**src/rtl/cla_pkg.sv**
```systemverilog
// Shared types and helpers for the pipelined carry-lookahead adder/subtractor.
package cla_pkg;

    localparam int CLA_WIDTH = 32;
    localparam int CLA_SEG_W = 8;
    localparam int CLA_MAX_W = 64;

    typedef logic [CLA_SEG_W-1:0] seg_t;

    // Per-stage control; the operand and partial-sum vectors shrink/grow per stage and live beside it.
    typedef struct packed {
        logic valid;
        logic carry;
        logic sign_a;
        logic sign_b;
    } stage_t;

    // Saturation bound for a w-bit result: max positive when sign=0, min negative when sign=1.
    function automatic logic [CLA_MAX_W-1:0] sat_val(input logic sign, input int unsigned w);
        logic [CLA_MAX_W-1:0] r;
        r = '0;
        for (int unsigned i = 0; i < CLA_MAX_W; i++) begin
            if (i + 1 < w) begin
                r[i] = ~sign;
            end else if (i + 1 == w) begin
                r[i] = sign;
            end
        end
        return r;
    endfunction

endpackage

```
**src/rtl/cla_pipe_adder_if.sv**
```systemverilog
// Operand/result handshake bundle for cla_pipe_adder; slave is the adder, master the producer/consumer.
interface cla_pipe_adder_if
    import cla_pkg::*;
#(
    parameter int WIDTH = CLA_WIDTH
);
    logic             in_valid;
    logic             in_ready;
    logic [WIDTH-1:0] a_i;
    logic [WIDTH-1:0] b_i;
    logic             cin_i;
    logic             sub_i;
    logic             out_valid;
    logic             out_ready;
    logic [WIDTH-1:0] sum_o;
    logic             cout_o;
    logic             ovf_o;

    modport master (
        output in_valid, a_i, b_i, cin_i, sub_i, out_ready,
        input  in_ready, out_valid, sum_o, cout_o, ovf_o
    );

    modport slave (
        input  in_valid, a_i, b_i, cin_i, sub_i, out_ready,
        output in_ready, out_valid, sum_o, cout_o, ovf_o
    );
endinterface

```
**src/rtl/cla_slice.sv**
```systemverilog
// Combinational SEG_W-bit carry-lookahead slice; carry out of the slice is G | (P & cin).
module cla_slice #(
    parameter int SEG_W = 8
) (
    input  logic [SEG_W-1:0] a_i,
    input  logic [SEG_W-1:0] b_i,
    input  logic             cin_i,
    output logic [SEG_W-1:0] s_o,
    output logic             g_o,
    output logic             p_o
);
    logic [SEG_W-1:0] g;
    logic [SEG_W-1:0] p;
    logic [SEG_W-1:0] c;
    logic             g_acc;
    logic             p_acc;

    assign g = a_i & b_i;
    assign p = a_i ^ b_i;

    // Each carry is the flattened sum-of-products over all lower generates, not a ripple chain.
    always_comb begin
        c     = '0;
        c[0]  = cin_i;
        g_acc = 1'b0;
        p_acc = 1'b1;
        for (int i = 0; i < SEG_W; i++) begin
            g_acc = g[i];
            p_acc = p[i];
            for (int j = i - 1; j >= 0; j--) begin
                g_acc = g_acc | (p_acc & g[j]);
                p_acc = p_acc & p[j];
            end
            if (i < SEG_W - 1) begin
                c[i + 1] = g_acc | (p_acc & cin_i);
            end
        end
        g_o = g_acc;
        p_o = p_acc;
    end

    assign s_o = p ^ c;
endmodule

```
**src/rtl/cla_pipe_adder.sv**
```systemverilog
// Pipelined WIDTH-bit CLA adder/subtractor, one SEG_W slice per stage, carry registered between stages.
// Define CLA_SAT_EN to saturate the result on signed overflow (applied in the last stage).
module cla_pipe_adder
    import cla_pkg::*;
#(
    parameter int WIDTH = CLA_WIDTH,
    parameter int SEG_W = CLA_SEG_W
) (
    input logic             clk,
    input logic             rst_n,
    cla_pipe_adder_if.slave bus
);
    localparam int NSEG = WIDTH / SEG_W;

    if ((SEG_W < 1) || (SEG_W > WIDTH) || (WIDTH % SEG_W != 0)) begin : g_bad_cfg
        $error("cla_pipe_adder: WIDTH must be a positive multiple of SEG_W");
    end

    logic             en;
    logic [WIDTH-1:0] b_eff;
    logic             c_in;

    logic             out_vld_q;
    logic [WIDTH-1:0] sum_q;
    logic             cout_q;
    logic             ovf_q;

    // Subtraction as A + ~B + ~borrow, so the stages only ever add.
    assign b_eff = bus.sub_i ? ~bus.b_i : bus.b_i;
    assign c_in  = bus.sub_i ? ~bus.cin_i : bus.cin_i;

    assign en           = !out_vld_q || bus.out_ready;
    assign bus.in_ready = en;
    assign bus.out_valid = out_vld_q;
    assign bus.sum_o    = sum_q;
    assign bus.cout_o   = cout_q;
    assign bus.ovf_o    = ovf_q;

    for (genvar k = 0; k < NSEG; k++) begin : g_stage
        logic [SEG_W-1:0] sa;
        logic [SEG_W-1:0] sb;
        logic [SEG_W-1:0] s;
        logic             g;
        logic             p;
        logic             cout;
        stage_t           ctl;

        if (k == 0) begin : g_src
            assign sa  = bus.a_i[SEG_W-1:0];
            assign sb  = b_eff[SEG_W-1:0];
            assign ctl = '{valid: bus.in_valid, carry: c_in,
                           sign_a: bus.a_i[WIDTH-1], sign_b: b_eff[WIDTH-1]};
        end else begin : g_src
            assign sa  = g_stage[k-1].g_mid.a_rem_q[SEG_W-1:0];
            assign sb  = g_stage[k-1].g_mid.b_rem_q[SEG_W-1:0];
            assign ctl = g_stage[k-1].g_mid.ctl_q;
        end

        cla_slice #(.SEG_W(SEG_W)) u_slice (
            .a_i   (sa),
            .b_i   (sb),
            .cin_i (ctl.carry),
            .s_o   (s),
            .g_o   (g),
            .p_o   (p)
        );

        assign cout = g | (p & ctl.carry);

        if (k < NSEG - 1) begin : g_mid
            localparam int REM = WIDTH - (k + 1) * SEG_W;
            localparam int LOW = (k + 1) * SEG_W;

            stage_t           ctl_q;
            logic [REM-1:0]   a_rem_q;
            logic [REM-1:0]   b_rem_q;
            logic [LOW-1:0]   lo_q;
            logic [REM-1:0]   a_rem_d;
            logic [REM-1:0]   b_rem_d;
            logic [LOW-1:0]   lo_d;

            if (k == 0) begin : g_first
                assign a_rem_d = bus.a_i[WIDTH-1:SEG_W];
                assign b_rem_d = b_eff[WIDTH-1:SEG_W];
                assign lo_d    = s;
            end else begin : g_next
                assign a_rem_d = g_stage[k-1].g_mid.a_rem_q[REM+SEG_W-1:SEG_W];
                assign b_rem_d = g_stage[k-1].g_mid.b_rem_q[REM+SEG_W-1:SEG_W];
                assign lo_d    = {s, g_stage[k-1].g_mid.lo_q};
            end

            always_ff @(posedge clk) begin
                if (!rst_n) begin
                    ctl_q   <= '0;
                    a_rem_q <= '0;
                    b_rem_q <= '0;
                    lo_q    <= '0;
                end else if (en) begin
                    ctl_q   <= '{valid: ctl.valid, carry: cout,
                                 sign_a: ctl.sign_a, sign_b: ctl.sign_b};
                    a_rem_q <= a_rem_d;
                    b_rem_q <= b_rem_d;
                    lo_q    <= lo_d;
                end
            end
        end else begin : g_last
            logic [WIDTH-1:0] wrap_d;
            logic [WIDTH-1:0] sum_d;
            logic             ovf_d;

            if (k == 0) begin : g_only
                assign wrap_d = s;
            end else begin : g_join
                assign wrap_d = {s, g_stage[k-1].g_mid.lo_q};
            end

            assign ovf_d = (ctl.sign_a == ctl.sign_b) && (wrap_d[WIDTH-1] != ctl.sign_a);
`ifdef CLA_SAT_EN
            assign sum_d = ovf_d ? WIDTH'(sat_val(ctl.sign_a, WIDTH)) : wrap_d;
`else
            assign sum_d = wrap_d;
`endif

            always_ff @(posedge clk) begin
                if (!rst_n) begin
                    out_vld_q <= 1'b0;
                    sum_q     <= '0;
                    cout_q    <= 1'b0;
                    ovf_q     <= 1'b0;
                end else if (en) begin
                    out_vld_q <= ctl.valid;
                    sum_q     <= sum_d;
                    cout_q    <= cout;
                    ovf_q     <= ovf_d;
                end
            end
        end
    end
endmodule
```
**src/flat_wrapper.sv**
```systemverilog
// flat-port wrapper written by rule: the top's interface ports become plain ports
module cla_pipe_adder_flat import cla_pkg::*;
#(
    parameter int WIDTH = CLA_WIDTH,
    parameter int SEG_W = CLA_SEG_W
)
  (clk, rst_n, bus_in_valid, bus_a_i, bus_b_i, bus_cin_i, bus_sub_i, bus_out_ready, bus_in_ready, bus_out_valid, bus_sum_o, bus_cout_o, bus_ovf_o);
  cla_pipe_adder_if #(.WIDTH(WIDTH)) bus_i ();
  input logic clk;
  input logic rst_n;
  input wire logic [$bits(bus_i.in_valid)-1:0] bus_in_valid;
  input wire logic [$bits(bus_i.a_i)-1:0] bus_a_i;
  input wire logic [$bits(bus_i.b_i)-1:0] bus_b_i;
  input wire logic [$bits(bus_i.cin_i)-1:0] bus_cin_i;
  input wire logic [$bits(bus_i.sub_i)-1:0] bus_sub_i;
  input wire logic [$bits(bus_i.out_ready)-1:0] bus_out_ready;
  output wire logic [$bits(bus_i.in_ready)-1:0] bus_in_ready;
  output wire logic [$bits(bus_i.out_valid)-1:0] bus_out_valid;
  output wire logic [$bits(bus_i.sum_o)-1:0] bus_sum_o;
  output wire logic [$bits(bus_i.cout_o)-1:0] bus_cout_o;
  output wire logic [$bits(bus_i.ovf_o)-1:0] bus_ovf_o;
  assign bus_i.in_valid = bus_in_valid;
  assign bus_i.a_i = bus_a_i;
  assign bus_i.b_i = bus_b_i;
  assign bus_i.cin_i = bus_cin_i;
  assign bus_i.sub_i = bus_sub_i;
  assign bus_i.out_ready = bus_out_ready;
  assign bus_in_ready = bus_i.in_ready;
  assign bus_out_valid = bus_i.out_valid;
  assign bus_sum_o = bus_i.sum_o;
  assign bus_cout_o = bus_i.cout_o;
  assign bus_ovf_o = bus_i.ovf_o;
  cla_pipe_adder #(.WIDTH(WIDTH), .SEG_W(SEG_W)) u_core (.clk(clk), .rst_n(rst_n), .bus(bus_i));
endmodule
```
**config.mk**
```make
export PLATFORM = sky130hd
export DESIGN_NAME = cla_pipe_adder_flat
export DESIGN_NICKNAME = d
export VERILOG_FILES = /design/src/rtl/cla_pkg.sv /design/src/rtl/cla_pipe_adder_if.sv /design/src/rtl/cla_slice.sv /design/src/rtl/cla_pipe_adder.sv /design/src/flat_wrapper.sv
export SDC_FILE = /design/constraint.sdc
export NUM_CORES = 1
export LEC_CHECK = 0
export CAP_MARGIN = 25
export CORE_MARGIN = 4
export CORE_UTILIZATION = 45
export CTS_BUF_LIST = sky130_fd_sc_hd__clkbuf_2 sky130_fd_sc_hd__clkbuf_4 sky130_fd_sc_hd__clkbuf_8
export DETAILED_ROUTE_END_ITERATION = 10
export PLACE_DENSITY = 0.67
export REMOVE_ABC_BUFFERS = 1
export SETUP_SLACK_MARGIN = 0.02
export SLEW_MARGIN = 20
export SYNTH_ARGS = -nofsm -noshare
export SYNTH_HDL_FRONTEND = slang
export SYNTH_HIERARCHICAL = 1
export SYNTH_SLANG_ARGS = --single-unit
```
**constraint.sdc**
```tcl
create_clock -name clk -period 6.4 [get_ports clk]
set_input_delay 1.28 -clock clk [delete_from_list [all_inputs] [get_ports clk]]
set_output_delay 1.28 -clock clk [all_outputs]
set_load 0.01 [all_outputs]
```
==> out/results.tsv <==
stage	metric	value	unit
detailed_routing	Routed Wire Length	16.6	mm
placement	count of buffers from port buffering	105	
detailed_routing	first-pass iteration count of the detailed router	4	
yosys	Cell variety after synth	42	
timing	final worst clock skew	12.9	ps
clocking	cell at the root of the clock tree	sky130_fd_sc_hd__clkbuf_8	
placement	number of cells in the design after placement	1334	
timing	actual transition at the worst max-transition pin	942	ps
timing	Min Clock Period, post-route	3980	ps
clocking	level count of the clock H-tree	4	
clocking	sinks on the clock net	185	
run	max-cap violations	0	
detailed_routing	residual DRC count	0	
global_route	met1 capacity usage during global routing	19.0	%
clocking	CTS tree	yes	
detailed_routing	initial DRC count	216	
yosys	Syn Inst Count	1023	
layout	antenna fix cells	0	
yosys	predominant post-synthesis flop cell	sky130_fd_sc_hd__dfxtp_1	
layout	final instance count without filler cells	1366	
setup_path	CP required	5120	ps
floorplanning	number of top-level pins	106	
floorplanning	area enclosed by the die boundary	22100	um^2
setup_path	Worst Path Arrival	2700	ps
yosys	flip-flop and latch count after synthesis	185	
clocking	TritonCTS buffer count	17	
clocking	register clock-pin slew on the reported worst setup and hold paths	100	ps
power_and_ir_drop	pwr dens	233	nW/um^2
timing	final clock period utilization by the worst path	62.2	%
status	result of the run	completed	
yosys	sequential cell area fraction in the yosys report	41.7	%
hold_path	number of cells on the worst hold path	2	
floorplanning	y dimension of the die	149	um
yosys	asr flop ratio synth	0	%
hold_path	startpoint of the tightest hold check path	u_core/g_stage[1].g_mid.b_rem_q[12]$_SDFFE_PN0P_	
setup_path	slack of the worst reg-to-reg path	4050	ps
detailed_routing	average via count per standard cell	5.00	
floorplanning	die width	149	um
placement	Detail Placement HPWL	10.5	mm
hold_path	classification of the worst-slack hold path	reg -> reg	
global_route	vias in the first global route	6374	
power_and_ir_drop	maximum vdd drop	0.000113	V
timing	Total Neg Setup Slack	0	ps
setup_path	CP endpoint kind	output port	
layout	Finished Core Util	52.6	%
setup_path	Critical Setup Path Class	in -> out	
clocking	worst skew pair latency	460	ps
yosys	Synth Warn #	6	
global_route	largest net degree at the start of global routing	97	
timing	final hold vios	0	
global_route	global-route wire length before repair	28.6	mm
global_route	total routing usage reported by global routing	15.3	%
hold_path	Worst Hold Path EP	u_core/g_stage[2].g_mid.b_rem_q[4]$_SDFFE_PN0P_	
floorplanning	initial core utilization	45.7	%
timing	crit path setup slack, layout	2420	ps
timing	achievable clock frequency	0.251	GHz
yosys	netlist area before placement	8890	um^2
global_route	grt met2 use	26.4	%
global_route	overflow left after global routing	0	
power_and_ir_drop	leakage power	0.00415	uW
placement	worst slack, placed	2410	ps
setup_path	number of cell instances on the worst register-to-register path	5	
yosys	average cell area after synthesis	8.69	um^2
clocking	number of gates resized after cts	0	
timing	setup violators final	0	
timing	RSZ-0062 raised after global routing	false	
setup_path	crit-path max FO	43	
layout	fraction of final layout cells with drive strength greater than 1	5.36	%
clocking	Clock Tree Buf Depth	2	
detailed_routing	number of vias after detailed routing	6828	
layout	growth of design area from synthesis to finish	15.2	%
clocking	Setup Buffers After CTS	0	
detailed_routing	mean routed wirelength per cell	12.1	um
power_and_ir_drop	total power	2380	uW
setup_path	type of element launching the critical path	input port	
yosys	number of enable-type register cells in the synthesized netlist	0	
layout	final-stage net count	1198	
floorplanning	count of standard-cell rows	51	
detailed_routing	antenna viol nets, final	0	
global_route	global-route track usage on met3	3.96	%
setup_path	reg-to-reg critical path startpoint	u_core/bus.out_valid$_SDFFE_PN0P_	
global_route	initial antenna violation count	1	
timing	number of pins with negative max-slew slack in the final report	0	
floorplanning	core area	19500	um^2
setup_path	FF-to-FF End	u_core/g_stage[0].g_mid.a_rem_q[2]$_SDFFE_PN0P_	
placement	placer congestion estimate	0.785	
clocking	# hold bufs at CTS	0	
timing	Relative slew margins	37.2	%
global_route	Most Crowded Layer GR	met2	
## per-stage QoR
stage	cell area, um^2	hold WS [ps]
detailed placement	9850	442
global route	10200	470
global placement	9850	438
finish	10200	450
CTS	10200	453
floorplan	8430	431
## routing by layer
layer | part of all wire [%] | vias to the layer above | routed length [um]
met5 | 0.12 | - | 20
met4 | 1.2 | 2 | 191
met3 | 3.9 | 24 | 651
met2 | 46 | 109 | 7630
met1 | 49 | 3128 | 8080
li1 | - | 3565 | -
## final cells by class
| cell class | count | area, um^2 |
|---|---|---|
| timing repair buffer | 111 | 1090 |
| clock inverter | 12 | 120 |
| tap | 265 | 332 |
| clock buffer | 20 | 263 |
| sequential | 185 | 3700 |
| multi-input combinational | 764 | 4690 |
| fill | 1908 | 9230 |
| inverter | 9 | 38.8 |
## sequential cells by signal, indices dropped and copies added (netlist names)
register	flops
u_core/bus.cout_o	1
u_core/bus.out_valid	1
u_core/bus.ovf_o	1
u_core/bus.sum_o	32
u_core/g_stage.g_mid.a_rem_q	45
u_core/g_stage.g_mid.b_rem_q	45
u_core/g_stage.g_mid.ctl_q	12
u_core/g_stage.g_mid.lo_q	48
## placed cells by master (no fill, tap or decap), types with 6 or more instances in the layout
cell type,n
sky130_fd_sc_hd__clkbuf_8,18
sky130_fd_sc_hd__o211a_1,24
sky130_fd_sc_hd__nand3_1,16
sky130_fd_sc_hd__o21ai_0,6
sky130_fd_sc_hd__a21boi_1,118
sky130_fd_sc_hd__a21boi_0,37
sky130_fd_sc_hd__dfxtp_1,185
sky130_fd_sc_hd__a221o_1,8
sky130_fd_sc_hd__clkdlybuf4s50_1,103
sky130_fd_sc_hd__a21oi_1,28
sky130_fd_sc_hd__inv_1,8
sky130_fd_sc_hd__buf_4,7
sky130_fd_sc_hd__a211oi_1,8
sky130_fd_sc_hd__nand2_1,346
sky130_fd_sc_hd__nor3_1,8
sky130_fd_sc_hd__nor2_1,8
sky130_fd_sc_hd__a21o_1,8
sky130_fd_sc_hd__xor2_1,17
sky130_fd_sc_hd__o21ai_1,7
sky130_fd_sc_hd__ha_1,36
sky130_fd_sc_hd__xnor2_1,36
## critical path: stages
cell and delay (ps):
sky130_fd_sc_hd__clkdlybuf4s50_1 500, sky130_fd_sc_hd__nor2b_4 60, sky130_fd_sc_hd__inv_6 220, sky130_fd_sc_hd__clkdlybuf4s50_1 600
## where the power goes
part           switching [uW]  leakage, uW  internal, uW
Combinational             172      0.00245           190
Clock                     417     0.000179           330
Sequential               41.3      0.00152          1230
Total                     630      0.00415          1750
## kinds of logic after synthesis
kind of cell               count (synthesis)  synth area share (%)
AOI/OAI and AO/OA                        266                  22.9
and+or+nand+nor                          405                  18.7
DFF                                      185                  41.7
adders and majority gates                 40                  5.97
buffers and inverters                     74                  5.56
xor gates and xnor gates                  53                  5.22
## worst max path at each step
stage	from	endpoint	slack, ps	cells past startpoint
after floorplan	bus_out_ready	bus_in_ready	1010	2
after global placement	bus_out_ready	bus_in_ready	2410	4
after detailed placement	bus_out_ready	bus_in_ready	2410	4
after CTS	bus_out_ready	bus_in_ready	2410	4
after global routing	bus_out_ready	bus_in_ready	2360	4
final	bus_out_ready	bus_in_ready	2420	4
## cell usage after synthesis, drive strengths merged (5+ instances only)
| master | count | area, um^2 |
|---|---|---|
| a221o | 8 | 80.1 |
| ha | 36 | 450 |
| nor3 | 12 | 80.1 |
| xnor2 | 36 | 315 |
| a211oi | 12 | 110 |
| inv | 9 | 36.3 |
| nor2b | 5 | 38.8 |
| buf | 45 | 375 |
| or3b | 5 | 43.8 |
| o21ai | 13 | 65.1 |
| nor2 | 8 | 30.0 |
| o211a | 24 | 240 |
| a21oi | 28 | 140 |
| clkbuf | 20 | 82.6 |
| xor2 | 17 | 149 |
| nand3 | 16 | 80.1 |
| dfxtp | 185 | 3700 |
| a21boi | 155 | 1160 |
| a21o | 8 | 60.1 |
| nand2 | 346 | 1300 |
No activity file was read; power rests on OpenSTA's default activity.
